===== src/rtl/music_pkg.sv =====
// Shared constants for the music player and its note ROMs: widths, rest marker,
// note periods (clk cycles per full tone period at 50 MHz) and the sequencer state type.
package music_pkg;

  localparam int MP_ADDR_W   = 8;
  localparam int MP_NOTE_W   = 20;
  localparam int MP_REST_VAL = 2500;

  // 50e6 / f, rounded; a zero ROM entry marks the end of a song.
  localparam int NOTE_END = 0;
  localparam int NOTE_C4  = 191110;
  localparam int NOTE_D4  = 170264;
  localparam int NOTE_E4  = 151685;
  localparam int NOTE_F4  = 143172;
  localparam int NOTE_G4  = 127551;
  localparam int NOTE_A4  = 113636;
  localparam int NOTE_B4  = 101239;
  localparam int NOTE_C5  = 95557;
  localparam int NOTE_D5  = 85131;
  localparam int NOTE_E5  = 75843;
  localparam int NOTE_F5  = 71586;
  localparam int NOTE_G5  = 63776;
  localparam int NOTE_A5  = 56818;

  typedef enum logic [1:0] {
    IDLE,
    PLAY,
    PAUSE
  } state_t;

endpackage


===== src/rtl/music_player_tone_gen.sv =====
// Square-wave tone generator: holds the latched note period and the tone counter,
// and registers a 50% duty wave aligned with the cycle its inputs describe.
module tone_gen
  import music_pkg::*;
#(
  parameter int NOTE_W   = MP_NOTE_W,
  parameter int REST_VAL = MP_REST_VAL
) (
  input  logic              clk,
  input  logic              rst,
  input  logic              load,
  input  logic [NOTE_W-1:0] period_in,
  input  logic              enable,
  input  logic              mute,
  output logic              wave,
  output logic              period_zero
);

  localparam logic [NOTE_W-1:0] REST = NOTE_W'(REST_VAL);

  logic [NOTE_W-1:0] period;
  logic [NOTE_W-1:0] tone_cnt;
  logic [NOTE_W-1:0] period_d;
  logic [NOTE_W-1:0] tone_d;
  logic [NOTE_W:0]   tone_inc;
  logic              wave_d;

  assign tone_inc    = {1'b0, tone_cnt} + {{NOTE_W{1'b0}}, 1'b1};
  assign period_zero = (period == '0);

  always_comb begin
    period_d = period;
    tone_d   = tone_cnt;
    if (load) begin
      period_d = period_in;
      tone_d   = '0;
    end else if (enable) begin
      if ((period == REST) || (tone_inc >= {1'b0, period})) begin
        tone_d = '0;
      end else begin
        tone_d = tone_inc[NOTE_W-1:0];
      end
    end
    // Wave is computed from the next counter values so the flop lines up with them.
    wave_d = !mute && (period_d != REST) && (tone_d < (period_d >> 1));
  end

  always_ff @(posedge clk) begin
    if (rst) begin
      period   <= '0;
      tone_cnt <= '0;
      wave     <= 1'b0;
    end else begin
      period   <= period_d;
      tone_cnt <= tone_d;
      wave     <= wave_d;
    end
  end

endmodule


===== src/rtl/music_player.sv =====
// Beat sequencer for the per-song note ROMs driving a square-wave buzzer.
// Optional articulation gap at the end of each beat: define MUSIC_PLAYER_ARTICULATION_EN.
module music_player
  import music_pkg::*;
#(
  parameter int ADDR_W      = MP_ADDR_W,
  parameter int NOTE_W      = MP_NOTE_W,
  parameter int BEAT_CYCLES = 6250000,
  parameter int SONG_LEN    = 144,
  parameter int REST_VAL    = MP_REST_VAL,
  parameter int GAP_CYCLES  = 250000
) (
  input  logic              clk,
  input  logic              rst,
  input  logic              start,
  input  logic              pause,
  input  logic              loop_en,
  input  logic [NOTE_W-1:0] note,
  output logic [ADDR_W-1:0] addr,
  output logic              buzzer,
  output logic              playing,
  output logic              done
);

  localparam int BEAT_W = $clog2(BEAT_CYCLES);

  localparam logic [BEAT_W-1:0] BEAT_LAST = BEAT_W'(BEAT_CYCLES - 1);
  localparam logic [BEAT_W-1:0] LOAD_BEAT = BEAT_W'(1);
  localparam logic [BEAT_W-1:0] TONE_BEAT = BEAT_W'(2);
  localparam logic [BEAT_W-1:0] GAP_BEAT  = BEAT_W'(BEAT_CYCLES - GAP_CYCLES);
  localparam logic [ADDR_W-1:0] LAST_ADDR = ADDR_W'(SONG_LEN - 1);
  localparam logic [ADDR_W-1:0] ADDR_ONE  = ADDR_W'(1);
  localparam logic [BEAT_W-1:0] BEAT_ONE  = BEAT_W'(1);

`ifdef MUSIC_PLAYER_ARTICULATION_EN
  localparam bit ARTIC_EN = 1'b1;
`else
  localparam bit ARTIC_EN = 1'b0;
`endif

  state_t            state;
  state_t            state_d;
  logic [BEAT_W-1:0] beat_cnt;
  logic [BEAT_W-1:0] beat_d;
  logic [ADDR_W-1:0] addr_d;
  logic              done_d;
  logic              song_end;
  logic              tone_load;
  logic              tone_en;
  logic              tone_mute;
  logic              in_gap;
  logic              period_zero;

  // Pause freezes playback for exactly the cycles it is high: PAUSE with pause low
  // resumes and advances in the same cycle.
  always_comb begin
    state_d   = state;
    beat_d    = beat_cnt;
    addr_d    = addr;
    done_d    = 1'b0;
    song_end  = 1'b0;
    tone_load = 1'b0;
    tone_en   = 1'b0;
    unique case (state)
      IDLE: begin
        if (start) begin
          state_d = PLAY;
          beat_d  = '0;
          addr_d  = '0;
        end
      end
      PLAY, PAUSE: begin
        if (pause) begin
          state_d = PAUSE;
        end else begin
          state_d = PLAY;
          if ((beat_cnt >= TONE_BEAT) && period_zero) begin
            song_end = 1'b1;
          end else begin
            tone_load = (beat_cnt == LOAD_BEAT);
            tone_en   = (beat_cnt >= TONE_BEAT);
            if (beat_cnt == BEAT_LAST) begin
              beat_d = '0;
              if (addr != LAST_ADDR) begin
                addr_d = addr + ADDR_ONE;
              end else if (loop_en) begin
                addr_d = '0;
              end else begin
                song_end = 1'b1;
              end
            end else begin
              beat_d = beat_cnt + BEAT_ONE;
            end
          end
        end
      end
      default: state_d = IDLE;
    endcase

    if (song_end) begin
      state_d = IDLE;
      addr_d  = '0;
      beat_d  = '0;
      done_d  = 1'b1;
    end

    in_gap    = ARTIC_EN && (GAP_CYCLES > 0) && (beat_d >= GAP_BEAT);
    tone_mute = !((state_d == PLAY) && (beat_d >= TONE_BEAT) && !in_gap);
  end

  always_ff @(posedge clk) begin
    if (rst) begin
      state    <= IDLE;
      beat_cnt <= '0;
      addr     <= '0;
      done     <= 1'b0;
    end else begin
      state    <= state_d;
      beat_cnt <= beat_d;
      addr     <= addr_d;
      done     <= done_d;
    end
  end

  assign playing = (state != IDLE);

  tone_gen #(
    .NOTE_W   (NOTE_W),
    .REST_VAL (REST_VAL)
  ) u_tone_gen (
    .clk         (clk),
    .rst         (rst),
    .load        (tone_load),
    .period_in   (note),
    .enable      (tone_en),
    .mute        (tone_mute),
    .wave        (buzzer),
    .period_zero (period_zero)
  );

endmodule

===== config.mk =====
export PLATFORM = sky130hd
export DESIGN_NAME = music_player
export DESIGN_NICKNAME = d
export VERILOG_FILES = /design/src/rtl/music_pkg.sv /design/src/rtl/music_player_tone_gen.sv /design/src/rtl/music_player.sv
export SDC_FILE = /design/constraint.sdc
export NUM_CORES = 1
export LEC_CHECK = 0
export BUFFER_PORTS_ARGS = -buffer_cell sky130_fd_sc_hd__buf_2
export CAP_MARGIN = 20
export CORE_MARGIN = 2
export CORE_UTILIZATION = 40
export DETAILED_ROUTE_END_ITERATION = 8
export PLACE_DENSITY_LB_ADDON = 0.1
export SYNTH_ARGS = -nofsm -noshare
export SYNTH_HDL_FRONTEND = slang
export SYNTH_HIERARCHICAL = 1
export SYNTH_SLANG_ARGS = --single-unit

===== constraint.sdc =====
create_clock -name clk -period 6 [get_ports clk]
set_input_delay 0.3 -clock clk [delete_from_list [all_inputs] [get_ports clk]]
set_output_delay 0.3 -clock clk [all_outputs]
set_load 0.02 [all_outputs]

## Yosys cells after proc, flatten, opt, wreduce, memory -nomap -nowiden

Index checks and enable logic that the tools add are counted.

- Equality and inequality tests: 13
- Mux-type cells: 34
- Reductions and logical operators: 12
- Magnitude comparators: 4
- $add $sub $neg: 3

Operator list:

| cell | number |
|---|---|
| 23-bit two-way mux | 5 |
| 20-bit two-way mux | 4 |
| 8-bit two-way mux | 6 |
| 23-bit by 2-bit >= comparator with 1-bit output, second input constant | 2 |
| 23-bit case mux with 2 select lines | 1 |
| 23-bit by 1-bit adder with 23-bit output, second input constant | 1 |
| 23-bit by 1-bit == test with 1-bit output, second input constant | 1 |
| 23-bit == test, second input constant | 1 |
| 20-bit by 1-bit adder with 21-bit output, second input constant | 1 |
| 21-bit by 20-bit >= comparator with 1-bit output | 1 |
| 20-bit by 12-bit == test with 1-bit output, second input constant | 1 |
| 20-bit zero test | 1 |
| 20-bit by 19-bit < comparator with 1-bit output | 1 |
| 20-bit by 12-bit inequality test with 1-bit output, second input constant | 1 |
| 8-bit case mux with 2 select lines | 1 |
| 1-bit two-way mux | 13 |
| 8-bit by 1-bit adder with 8-bit output, second input constant | 1 |
| 2-bit inequality test, second input constant | 4 |
| 8-bit inequality test, second input constant | 1 |
| 2-bit two-way mux | 3 |
| 6-bit AND reduction | 1 |
| 2-bit by 1-bit == test with 1-bit output, second input constant | 2 |
| 1-bit logical AND | 4 |
| 2-bit case mux with 2 select lines | 1 |
| other kinds (6) | 8 |

- Output and inout bits: 11
- Word-level logic and storage cells: 73
- Register bits: 75

## Depth between registers and ports, before layout

Gate-level depths: netlist (run 1).

- Word-level depth: 11
- Depth in mapped cells: 23
- Mapped depth without buffers: 22

## By module

Netlist (run 1), hierarchy kept.

Modules (own cells, without submodules):

| module | area each (µm²) | cells each | times used |
|---|---|---|---|
| tone_gen | 3190.6 | 385 | 1 |
| music_player | 2328.5 | 310 | 1 |

## Least setup slack after synthesis (run 1)

Ideal clock, no wire load.

- Path kind: reg2reg
- Start point: reg u_tone_gen.tone_cnt[0]
- End point: reg u_tone_gen.wave
- Clock period less this slack: 4.744 ns
- Slack: 1.256 ns
- Stages on the path, launching flop included: 24
- Data required time: 5.942 ns
- Arrival: 4.685 ns
- Library setup time: 0.058 ns
- Cell sequence: dfxtp_1 > ha_1 > nand3_1 > or4b_4 > inv_2 > nand3_1 > xnor2_1 > ha_1 > nand4_1 > nor2_1 > a311o_1 > a221o_2 > nor3_4 > buf_6 > a22oi_1 > nor2_1 > ha_1 > a21o_1 > a21o_1 > a21o_1 > a21oi_1 > nor2_1 > a211oi_1 > o211a_1

- Longest elaborated chain between the ends: 8

Ends and longest elaborated chain:

| what | RTL line | RTL |
|---|---|---|
| start, declared | music_player_tone_gen.sv:22 | `logic [NOTE_W-1:0] tone_cnt;` |
| start signal, assigned | music_player_tone_gen.sv:55 | `tone_cnt <= tone_d;` |
| 20-bit by 1-bit adder with 21-bit output * | music_player_tone_gen.sv:28 | `assign tone_inc = {1'b0, tone_cnt} + {{NOTE_W{1'b0}}, 1'b1};` |
| 21-bit by 20-bit >= comparator with 1-bit output | music_player_tone_gen.sv:38 | `if ((period == REST) \|\| (tone_inc >= {1'b0, period})) begin` |
| 1-bit logical OR | music_player_tone_gen.sv:38 |  |
| 20-bit two-way mux * | music_player_tone_gen.sv:38 |  |
| 20-bit two-way mux * | music_player_tone_gen.sv:37 | `end else if (enable) begin` |
| 20-bit two-way mux * | music_player_tone_gen.sv:34 | `if (load) begin` |
| net u_tone_gen.tone_d[13] | music_player_tone_gen.sv:24 | `logic [NOTE_W-1:0] tone_d;` |
| 20-bit by 19-bit < comparator with 1-bit output * | music_player_tone_gen.sv:45 | `wave_d = !mute && (period_d != REST) && (tone_d < (period_d >> 1));` |
| 1-bit logical AND * | music_player_tone_gen.sv:45 |  |
| end signal, assigned | music_player_tone_gen.sv:56 | `wave <= wave_d;` |
| end, declared | music_player_tone_gen.sv:15 | `output logic wave,` |

Mark *: on every way through the listed nets, which the timed path passes. The rest lies on a longest branch.
A chain may end at the register's enable or synchronous reset.

## Worst setup path in the final report (run 1)

Same ends and word-level chain as after synthesis.

==> impl_metrics.py, run 1 <==
metrics = {
    "die": {
        "die_x_um": 121,
        "placementRows": 42,
        "die_h_um": 121,
        "core-area_mm2": 0.0133,
        "io_pins": 36,
        "die_area_mm2": 0.0148,
        "start_util": 0.413,
    },
    "logic_synthesis": {
        "postSynthCellCount": 695,
        "ys_seq_area_frac": 0.272,
        "synth.distinct_cells": 73,
        "ys_warn_count": 6,
        "syn_area_mm2": 0.00552,
        "synthTopCellsByArea": "dfxtp_1, ha_1, nor2_1",
        "synthArstFlopShare": 0,
        "synth-edff-count": 0,
        "synth-seq-cells": 75,
        "synth_ff_type": "dfxtp_1",
        "post-synth-top-area-cell": "dfxtp_1",
        "yosysTopAreaCellShare": 0.272,
        "syn_area_per_cell_um2": 7.94,
        "synth_nets": 765,
    },
    "final_layout": {
        "final_area_mm2": 0.00603,
        "layout_common_cells": "nor2_1, dfxtp_1, nand2_1, ha_1, buf_2",
        "layout.nets": 780,
        "drive_above_1_share": 0.118,
        "antenna_cells": 0,
        "syn2layout_area_growth_pct": 9.30,
        "final_common_cell": "nor2_1",
    },
    "clock_network": {
        "cts_hold_buf": 0,
        "root_buffer": "clkbuf_16",
        "cts-resized-gates": 0,
        "clk_latency_ps": 350,
        "tritoncts": "done",
        "clk_pin_slew_ps": 60,
        "clock_sinks": 75,
        "postCtsSetupRepairBufs": 0,
        "clockBufferDepth": 2,
        "cts_buffers": 9,
        "h-tree-depth": 3,
    },
    "detailed_routing": {
        "route.vias.total": 5254,
        "drt-initial-drc-count": 337,
        "firstDrtPassIters": 5,
        "totalWireLength_um": 16800,
        "viasPerCell": 5.90,
        "drc": 0,
        "wl_per_cell_um": 18.9,
        "postRouteAntennaNets": 0,
    },
    "critical_path": {
        "crit_chain": "ha_1, nand3_1, or4b_4, inv_2, nand3_1, xnor2_1, ha_1, nand4_1, nor2_1, a311o_1, a221o_2, nor3_4, a22oi_1, nor2_1, ha_1, a21o_1, a21o_1, a21o_1, a21oi_1, nor2_1, a211oi_1, o211a_1",
        "arrival_ps": 5920,
        "cpPeakStageDelay_ps": 610,
        "path_max_fanout": 14,
        "start_kind": "flop",
        "crit_slowest_cell": "or4b_4",
        "cp-end-kind": "flop",
        "cp_data_required_time_ps": 6300,
        "reg2reg_depth": 22,
        "crit_type": "flop to flop",
    },
    "power": {
        "finalPower_mw": 1.26,
        "p_switching_uw": 401,
        "sw_frac_of_total": 0.317,
        "seq_power_share": 0.410,
        "clkPwrFrac": 0.405,
        "p_int_uw": 862,
        "leakage_nw": 2.44,
        "ir_drop_v": 0.000125,
        "power.share.combinational": 0.186,
        "p_per_area_mw_per_mm2": 209,
    },
    "sta": {
        "clock.fmax_mhz": 178,
        "tightest_slew_ps": 848,
        "finalHoldViolCount": 0,
        "max_slew_margin": 0.429,
        "setup_viol": 0,
        "rsz0062_at_grt": "false",
        "fin_skew_ps": 7.98,
        "finalCritPeriodShare": 0.937,
        "fin_tns_setup_ps": 0,
        "drv_slew": 0,
        "finalCriticalPeriod_ps": 5620,
    },
    "global_routing": {
        "track_usage": 0.240,
        "first_global_vias": 5187,
        "grt_pass1_wl_um": 27000,
        "grt_max_degree": 42,
        "antenna_found_initial": 0,
        "overflow": 0,
    },
    "placement": {
        "gp_congestion": 0.953,
        "placed_area_mm2": 0.00576,
        "io_buffer_count": 35,
        "dp_hpwl_um": 12700,
    },
    "flow_run": {
        "drv_cap": 0,
    },
    "hold_path": {
        "holdPathStages": 3,
        "hp-class": "input pin to flop",
    },
    "run_status": {
        "outcome": "completed",
    },
}
-- registers in the layout (all words and copies together) (netlist names) --
name                 cells
u_tone_gen/wave          1
state                    2
done                     1
u_tone_gen/period       20
beat_cnt                23
u_tone_gen/tone_cnt     20
addr                     8
-- Yosys cell counts (3+ instances only) --
cell,number
dfxtp_1,75
a31oi_1,12
nor4_2,3
nand4_1,24
or4_1,4
xor2_1,10
nor2b_1,20
nand3_1,32
and4_1,7
xnor2_1,15
nor4b_1,3
a21oi_1,28
nor4_1,15
buf_2,6
nand3b_1,3
o31ai_1,12
or2_2,6
mux2i_1,22
a21o_1,9
o41ai_1,7
and2_1,9
ha_1,45
inv_1,34
nand2b_1,3
nor2_1,95
a22oi_1,9
or3_1,5
a211o_1,4
o22ai_1,3
buf_6,6
nand2_1,49
a22o_1,3
o21ai_0,15
and3_1,8
clkbuf_1,21
o211ai_1,5
nor3_1,21
-- power by group through the flow --
stage                     clock (mW)  combinational [mW]  sequential (mW)
after detailed placement           0               0.232            0.528
after CTS                      0.524               0.233            0.517
final                          0.511               0.235            0.517
after floorplan                    0               0.163            0.531
after global routing           0.549               0.261            0.518
after global placement             0               0.229            0.528
-- through the flow --
step	hold WS [ps]	worst slack [ps]	utilization	std cells
3_3_place_gp	508	545	0.432	875
4_1_cts	215	420	0.452	890
3_5_place_dp	523	434	0.432	875
2_1_floorplan	372	1260	-	695
5_1_grt	271	21.7	0.452	890
6_report	228	376	0.452	890
-- worst max-delay path, delay by kind of cell, from the launching register on --
| kind | cells | cell delay (ps) |
|---|---|---|
| AO/OA/AOI/OAI | 9 | 2190 |
| AND/OR/NAND/NOR | 8 | 1810 |
| adder cells (fa/ha/maj) | 3 | 800 |
| flip-flops | 1 | 440 |
| XOR/XNOR | 1 | 210 |
| buffers and inverters | 1 | 100 |
-- layer usage --
metal  vias up  track usage  part of all wire
met5         -            0                 0
met1      2483        0.279              0.43
met4         0       0.0999             0.037
met2       151        0.426              0.49
met3        45       0.0484             0.042
li1       2575            -                 -
-- cell type report --
class / count / area (µm²)
clock inverter: 6 / 42.5
fill: 1399 / 7320
multi-input combinational: 548 / 3690
timing repair buffer: 41 / 220
clock buffer: 9 / 225
sequential: 75 / 1500
inverter: 35 / 131
tap: 176 / 220
-- path summary, 6_finish.rpt --
kind	startpoint	end	slack [ps]
max	u_tone_gen/tone_cnt[0]	u_tone_gen/wave	380
max reg2reg	u_tone_gen/tone_cnt[0]	u_tone_gen/wave	380
min	note[0]	u_tone_gen/period[0]	230
min reg2reg	addr[2]	addr[2]	520
-- cells by family after synthesis --
group / Yosys count / synth area share
mux: 22 / 0.0399
flops: 75 / 0.272
xor+xnor: 25 / 0.0397
compound gates: 134 / 0.173
simple gates: 322 / 0.313
fa+ha+maj: 45 / 0.102
buf+inv: 72 / 0.0612
No activity file was read; power rests on OpenSTA's default activity.
==> run 2: changes to the inputs <==
--- a/config.mk
+++ b/config.mk
@@ -11,6 +11,7 @@
 export CORE_UTILIZATION = 40
 export DETAILED_ROUTE_END_ITERATION = 8
 export PLACE_DENSITY_LB_ADDON = 0.1
+export RECOVER_POWER = 100
 export SYNTH_ARGS = -nofsm -noshare
 export SYNTH_HDL_FRONTEND = slang
 export SYNTH_HIERARCHICAL = 1
==> impl_metrics.py, run 2 (synthesis gave the netlist of run 1 again) <==
metrics = {
    "final_layout": {
        "final_common_cell": "nor2_1",
        "antenna_cells": 0,
        "fillers": 1415,
        "drive_above_1_share": 0.0924,
        "layout_common_cells": "nor2_1, dfxtp_1, nand2_1, ha_1, inv_1",
        "syn2layout_area_growth_pct": 8.59,
        "final_cells": 890,
        "regMostFlops": "beat_cnt",
        "multi_input_area_mm2": 0.00367,
        "seqCellArea_mm2": 0.00150,
        "layout.nets": 780,
        "largest_registers": "beat_cnt x23, u_tone_gen/period x20, u_tone_gen/tone_cnt x20",
        "largest_reg_flops": 23,
    },
    "sta": {
        "finalCritPeriodShare": 0.931,
        "drv_slew": 27,
        "setup_viol": 0,
        "finalHoldViolCount": 0,
        "max_slew_margin": -0.102,
        "fin_tns_setup_ps": 0,
        "finalCriticalPeriod_ps": 5590,
        "tightest_slew_ps": 1650,
        "rsz0062_at_grt": "false",
        "clock.fmax_mhz": 179,
        "fin_skew_ps": 8.12,
    },
    "die": {
        "die_area_mm2": 0.0148,
        "die_h_um": 121,
        "placementRows": 42,
        "io_pins": 36,
        "start_util": 0.413,
        "die_x_um": 121,
        "core-area_mm2": 0.0133,
    },
    "run_status": {
        "outcome": "finished, violations left",
        "violations": "max-capacitance violations, max-slew violations",
    },
    "flow_run": {
        "drv_cap": 1,
    },
    "clock_network": {
        "clk_latency_ps": 350,
        "postCtsSetupRepairBufs": 0,
        "cts_buffers": 9,
        "clk_pin_slew_ps": 60,
        "h-tree-depth": 3,
        "root_buffer": "clkbuf_16",
        "cts-resized-gates": 0,
        "cts_hold_buf": 0,
        "clockBufferDepth": 2,
        "clock_sinks": 75,
        "tritoncts": "done",
    },
    "global_routing": {
        "antenna_found_initial": 0,
        "grt_pass1_wl_um": 27000,
        "overflow": 0,
        "met1_usage": 0.279,
        "met3_usage": 0.0484,
        "met2_usage": 0.426,
        "grt_max_degree": 42,
        "track_usage": 0.240,
        "first_global_vias": 5187,
        "gr-max-usage-layer": "met2",
    },
    "detailed_routing": {
        "route.vias.total": 5229,
        "totalWireLength_um": 16800,
        "drt-initial-drc-count": 345,
        "viasPerCell": 5.88,
        "firstDrtPassIters": 5,
        "wl_per_cell_um": 18.9,
        "drc": 0,
        "postRouteAntennaNets": 0,
    },
    "critical_path": {
        "cpPeakStageDelay_ps": 610,
        "cp-end-kind": "flop",
        "cp_data_required_time_ps": 6300,
        "start_kind": "flop",
        "crit_slowest_cell": "or4b_4",
        "path_max_fanout": 14,
        "arrival_ps": 5880,
        "crit_type": "flop to flop",
        "crit_chain": "ha_1, nand3_1, or4b_4, inv_2, nand3_1, xnor2_1, ha_1, nand4_1, nor2_1, a311o_1, a221o_2, nor3_4, a22oi_1, nor2_1, ha_1, a21o_1, a21o_1, a21o_1, a21oi_1, nor2_1, a211oi_1, o211a_1",
    },
    "power": {
        "leakage_nw": 2.38,
        "p_per_area_mw_per_mm2": 210,
        "ir_drop_v": 0.000125,
    },
    "hold_path": {
        "hp-class": "input pin to flop",
    },
    "placement": {
        "io_buffer_count": 35,
        "dp_hpwl_um": 12700,
        "gp_congestion": 0.953,
        "place_inst": 875,
    },
}
[run 2: final timing paths]
check | to | start | cells past startpoint | slack, ps
worst max-delay path | u_tone_gen/wave | u_tone_gen/tone_cnt[0] | 22 | 410
worst max register to register | u_tone_gen/wave | u_tone_gen/tone_cnt[0] | 22 | 410
worst min-delay path | u_tone_gen/period[0] | note[0] | 3 | 230
worst min register to register | addr[2] | addr[2] | 2 | 530
[run 2: final cells by class]
type	count	area share
inverter	35	0.0219
timing repair buffer	41	0.0332
sequential	75	0.251
clock inverter	6	0.00710
multi-input combinational	548	0.613
tap	176	0.0367
clock buffer	9	0.0376
[run 2: per-layer routing]
metal	part of all wire	vias up
met2	0.49	146
met3	0.043	45
met4	0.038	0
li1	-	2569
met1	0.43	2469
met5	0	-
[run 2: power breakdown]
part / total [mW] / switching, mW / internal [mW]
combinational: 0.230 / 0.158 / 0.0722
clock: 0.511 / 0.232 / 0.278
sequential: 0.517 / 0.0101 / 0.507
[run 2: through the flow]
stage	hold WS [ps]	power [mW]	utilization	setup WS, ps	cell area [µm²]
floorplan	372	0.693	-	1260	5520
global placement	508	0.757	0.432	545	5760
detailed placement	523	0.760	0.432	434	5760
CTS	215	1.27	0.452	420	6030
global route	271	1.32	0.449	37.1	5990
finish	228	1.26	0.449	415	5990
[run 2: worst max-delay path, delay by kind of cell (launching register included)]
| kind | cells | cell delay, ps |
|---|---|---|
| xor+xnor | 1 | 220 |
| compound gates | 9 | 2180 |
| buf+inv | 1 | 100 |
| flops | 1 | 440 |
| fa+ha+maj | 3 | 800 |
| simple gates | 8 | 1780 |
